**config.mk**
```make
export PLATFORM = sky130hd
export DESIGN_NAME = score_timebase
export DESIGN_NICKNAME = d
export VERILOG_FILES = /design/src/rtl/score_timebase.sv
export SDC_FILE = /design/constraint.sdc
export NUM_CORES = 1
export LEC_CHECK = 0
export BUFFER_PORTS_ARGS = -buffer_cell sky130_fd_sc_hd__buf_2
export CAP_MARGIN = 0
export CORE_MARGIN = 8
export CORE_UTILIZATION = 25
export DETAILED_ROUTE_END_ITERATION = 7
export PLACE_DENSITY = 0.51
export SYNTH_ARGS = -nofsm -noshare
export SYNTH_HDL_FRONTEND = slang
export SYNTH_SLANG_ARGS = --single-unit
export TNS_END_PERCENT = 20
```
**constraint.sdc**
```tcl
create_clock -name clk -period 2.3 [get_ports clk]
set_clock_uncertainty 0.05 [all_clocks]
set_input_delay 0.115 -clock clk [delete_from_list [all_inputs] [get_ports clk]]
set_output_delay 0.115 -clock clk [all_outputs]
set_load 0.01 [all_outputs]
```
**src/rtl/score_timebase.sv**
```systemverilog
// score_timebase: four-digit BCD stopwatch timebase with start/pause/clear control.
// A prescaler divides clk by TICK_DIV; each prescaler wrap advances the BCD
// counter by one, with per-digit count-enable pulses exposed on digit_tick.
// Build option: define TIMER_SAT_EN to saturate at 9999 and enter DONE;
// without it the count wraps 9999 -> 0000 and keeps running.
module score_timebase #(
    parameter logic [19:0] TICK_DIV = 20'd1000000
) (
    input  logic        clk,
    input  logic        rst,
    input  logic        start,
    input  logic        pause,
    input  logic        clear,
    output logic [15:0] digits,
    output logic [3:0]  digit_tick,
    output logic        running,
    output logic        done
);

    localparam int unsigned DIG_W   = 4;
    localparam int unsigned NUM_DIG = 4;
    localparam int unsigned PRESC_W = 20;
    localparam int unsigned CNT_W   = DIG_W * NUM_DIG;

    localparam logic [PRESC_W-1:0] PRESC_MAX = PRESC_W'(TICK_DIV - 20'd1);
    localparam logic [DIG_W-1:0]   DIG_NINE  = DIG_W'(9);

    typedef enum logic [1:0] {
        ST_IDLE  = 2'd0,
        ST_RUN   = 2'd1,
        ST_PAUSE = 2'd2
`ifdef TIMER_SAT_EN
        ,
        ST_DONE  = 2'd3
`endif
    } state_t;

    state_t              state_q, state_d;
    logic [PRESC_W-1:0]  presc_q, presc_d;
    logic [CNT_W-1:0]    digits_q, digits_d;
    logic                running_q, running_d;
    logic                tick_due;
    logic                tick_c;
    logic [NUM_DIG-1:0]  digit_tick_c;
    logic                stop_presc;
`ifdef TIMER_SAT_EN
    logic                at_max;
    logic                sat_hit;
    logic                done_q, done_d;
`endif

    // Tick qualification and ripple of per-digit count enables.
    always_comb begin
        tick_due = (state_q == ST_RUN) && (presc_q == PRESC_MAX);
`ifdef TIMER_SAT_EN
        at_max  = (digits_q == 16'h9999);
        sat_hit = tick_due && at_max;
        tick_c  = tick_due && !clear && !rst && !at_max;
`else
        tick_c  = tick_due && !clear && !rst;
`endif
        digit_tick_c    = '0;
        digit_tick_c[0] = tick_c;
        for (int i = 1; i < int'(NUM_DIG); i++) begin
            digit_tick_c[i] = digit_tick_c[i-1] &&
                              (digits_q[(i-1)*int'(DIG_W) +: DIG_W] == DIG_NINE);
        end
    end

    // Next-state, prescaler and digit update.
    always_comb begin
        state_d  = state_q;
        presc_d  = presc_q;
        digits_d = digits_q;

        case (state_q)
            ST_IDLE: begin
                if (start) state_d = ST_RUN;
            end
            ST_RUN: begin
`ifdef TIMER_SAT_EN
                if (sat_hit)     state_d = ST_DONE;
                else if (pause)  state_d = ST_PAUSE;
`else
                if (pause)       state_d = ST_PAUSE;
`endif
            end
            ST_PAUSE: begin
                if (start) state_d = ST_RUN;
            end
`ifdef TIMER_SAT_EN
            ST_DONE: begin
                state_d = ST_DONE;
            end
`endif
            default: state_d = ST_IDLE;
        endcase

        if (clear) state_d = ST_IDLE;

        // Prescaler free-runs only in RUN; PAUSE keeps the partial period.
        if (state_q == ST_RUN) begin
            presc_d = tick_due ? '0 : presc_q + PRESC_W'(1);
        end

`ifdef TIMER_SAT_EN
        stop_presc = (state_d == ST_IDLE) || (state_d == ST_DONE);
`else
        stop_presc = (state_d == ST_IDLE);
`endif
        if (stop_presc) presc_d = '0;

        for (int i = 0; i < int'(NUM_DIG); i++) begin
            if (digit_tick_c[i]) begin
                if (digits_q[i*int'(DIG_W) +: DIG_W] >= DIG_NINE) begin
                    digits_d[i*int'(DIG_W) +: DIG_W] = '0;
                end else begin
                    digits_d[i*int'(DIG_W) +: DIG_W] =
                        digits_q[i*int'(DIG_W) +: DIG_W] + DIG_W'(1);
                end
            end
        end

        if (clear) digits_d = '0;

        running_d = (state_d == ST_RUN);
`ifdef TIMER_SAT_EN
        done_d    = (state_d == ST_DONE);
`endif
    end

    // State register with synchronous reset.
    always_ff @(posedge clk) begin
        if (rst) begin
            state_q   <= ST_IDLE;
            presc_q   <= '0;
            digits_q  <= '0;
            running_q <= 1'b0;
`ifdef TIMER_SAT_EN
            done_q    <= 1'b0;
`endif
        end else begin
            state_q   <= state_d;
            presc_q   <= presc_d;
            digits_q  <= digits_d;
            running_q <= running_d;
`ifdef TIMER_SAT_EN
            done_q    <= done_d;
`endif
        end
    end

    assign digits     = digits_q;
    assign digit_tick = digit_tick_c;
    assign running    = running_q;
`ifdef TIMER_SAT_EN
    assign done       = done_q;
`else
    assign done       = 1'b0;
`endif

endmodule

```
==> results.toml <==
[worst_setup_path]
slowest_stage = "or3_4"
critPathCaptureType = "primary output"
crit_cells = 6
startpoint_type = "flip-flop"
crit_buf_inv = 2
reg2reg_depth = 6
worstPathArrival_ns = 2.03
cp_slowest_stage_delay_ns = 0.43
worstPathMaxFanout = 6
cp_top_family = "simple AND/OR/NAND/NOR gates"
worstPathRequired_ns = 2.13
path_cells = "inv_1, ha_1, nand3b_4, or3_4, nor4_2, buf_2"
crit_type = "flip-flop to primary output"

[routing]
wire_per_inst_um = 13.0
dr_total_vias = 1824
drt-initial-drc-count = 64
first_pass_iters = 4
drc_errors = 0
totalWireLength_mm = 5.09
ant_nets = 0
drt-vias-per-instance = 4.64

[floorplan]
initial_core_util_pct = 25.2
die_h_um = 109
fp.dieW_um = 109
core_area_mm2 = 0.00855
die_area_mm2 = 0.0119
io_pins = 27
rows = 34

[sta]
finalWorstSetupSlack_ns = 0.110
final_max_slew_viol_count = 0
clock.fmax_mhz = 457
hold_viol_final = 0
rsz0062_at_grt = "yes"
finalCritPeriodShare_pct = 95.2
fin_crit_ns = 2.19
finalSetupTns_ns = 0
relSlewSlack_pct = 60.6
setup_viol = 0
worstMarginPinSlew_ns = 0.589
hold_slack_ns = 0.0297

[global_routing]
antenna_found_initial = 0
gr-total-overflow = 0
grt_pass1_wl_mm = 8.83
grt_usage_pct = 9.25
grt_max_degree = 22
grt_pass1_vias = 1807

[cts]
cts_sinks = 39
cts_hold_buf = 0
cts-root-buf = "clkbuf_8"
cts_setup_buffers = 0
clk-insertion-delay-late_ns = 0.29
clockBufferDepth = 2
path_clk_slew_ns = 0.07
cts_made_buffers = 5
h-tree-depth = 2
cts_tree = "built"

[cells_and_area]
multi_input_area_mm2 = 0.00128
fillers = 899
diodes = 0
postLayoutCoreUtil_pct = 29.6
fin_cells = 393
nNetsFinal = 302
areaGrowthSynthToFinish_pct = 17.4
regArea_um2 = 781
layout-drive-gt1-share_pct = 17.5
final_cell_area_mm2 = 0.00253

[yosys]
synthFlopType = "dfxtp_1"
synthesis.nets = 272
synth_fa_ha_area_share_pct = 7.54
synthXorXnorAreaFrac_pct = 7.31
ys_async_sr_fraction_pct = 0
synthCells = 254
syn_area_mm2 = 0.00216
ys_seq_area_share_pct = 36.2
synthMuxAreaShare_pct = 2.79
synth-simple-area-share_pct = 32.6
synth-edff-count = 0
synth_top_family_by_area = "simple AND/OR/NAND/NOR gates"
yosys.cell_types.count = 49
postSynthAreaPerCell_um2 = 8.49
synth_compound_area_share_pct = 7.95
ys_warn_count = 0
ys_ff_latch = 39

[placement]
dp_hpwl_mm = 3.68
port_buffers = 25
routabilityCongestion = 0.735
dp_slack_ns = 0.0992
dpl-instance-area_mm2 = 0.00241
dp.cells = 385

[power]
clock_power_share_pct = 42.0
p_switching_mw = 0.266
power_frac_comb_pct = 2.7
cellPowerDensity_mw_per_mm2 = 484
p_leak_nw = 0.905
finalPower_mw = 1.23
p_int_mw = 0.960
seq_power_share_pct = 55.4
p_sw_share_pct = 21.7
peakVddDrop_uv = 202

[min_path]
hp-class = "primary input to flip-flop"
hold_depth = 3

[status]
status = "complete, no violations"

[run]
maxCapViolCount = 0
## cell usage after synthesis, drive strengths merged (7+ instances only)
library cell / number / area share (%)
dfxtp: 39 / 36
ha: 13 / 7.5
nor3: 13 / 3.5
nor2: 39 / 6.9
a21oi: 11 / 2.6
nand2: 21 / 3.7
buf: 7 / 2.5
xnor2: 16 / 6.5
or3: 7 / 2.0
inv: 14 / 2.4
## final timing paths
path	slack [ns]	from	end
setup / recovery	0.11	digits[1]	digit_tick[3]
hold / removal	0.03	pause	state_q[1]
setup reg to reg	0.18	presc_q[0]	digits[6]
hold reg to reg	0.45	presc_q[1]	presc_q[1]
## sequential cells by signal, indices dropped and copies added, names as in the netlist
name and flops:
running 1, presc_q 20, digits 16, state_q 2
## timing repair
action	4_1_cts	5_1_grt
endpoints found under the setup margin	0	7
gates resized for setup	0	3
hold endpoints to repair	0	0
## worst register-to-register path, cell delays in order (launching register included)
cell	delay, ns
dfxtp_1	0.41
ha_1	0.19
nand3b_1	0.14
nor3_2	0.35
nand4_4	0.23
or4_1	0.55
a21oi_1	0.14
## power by group through the flow
| stage | logic (mW) | registers, mW | clock network, mW |
|---|---|---|---|
| finish | 0.0325 | 0.679 | 0.515 |
| global route | 0.0370 | 0.679 | 0.557 |
| CTS | 0.0328 | 0.679 | 0.543 |
| detailed placement | 0.0327 | 0.695 | 0 |
| global placement | 0.0326 | 0.695 | 0 |
| floorplan | 0.0241 | 0.694 | 0 |
## cells in the final DEF (no fill, tap or decap), types with 2 or more instances in the layout
| cell | count |
|---|---|
| xor2_1 | 2 |
| nor2_1 | 38 |
| inv_1 | 14 |
| and4_1 | 2 |
| buf_2 | 25 |
| nor3_1 | 11 |
| xnor2_1 | 16 |
| nand3_1 | 6 |
| o21ai_0 | 5 |
| nand3b_1 | 5 |
| nand2_1 | 21 |
| nand4_1 | 4 |
| buf_4 | 8 |
| or3_1 | 6 |
| a21boi_0 | 3 |
| nor3_2 | 2 |
| dfxtp_1 | 39 |
| and3b_1 | 2 |
| a211oi_1 | 3 |
| ha_1 | 13 |
| mux2i_1 | 6 |
| a21oi_1 | 11 |
| nor4_1 | 4 |
| nor4b_1 | 5 |
| nor3b_1 | 3 |
| clkbuf_8 | 7 |
## per-layer routing
| metal | track usage (%) | share of wire (%) | wire length [um] |
|---|---|---|---|
| met1 | 12.0 | 51 | 2600 |
| met2 | 14.3 | 44 | 2260 |
| met5 | 0 | 0 | 0 |
| met4 | 3.23 | 1.2 | 62 |
| met3 | 2.66 | 3.2 | 165 |
## logic make-up after synthesis
family          Yosys count
flops                    39
compound gates           28
buf+inv                  24
simple gates            125
fa+ha+maj                13
mux                       6
xor+xnor                 18
other cells               1
## cell type report
type	count	share of cell area, %
Inverter	14	2.08
Tap cell	108	5.34
Clock buffer	8	3.95
Timing Repair Buffer	33	7.32
Sequential cell	39	30.8
Multi-Input combinational cell	191	50.5
No activity file was read; power rests on OpenSTA's default activity.
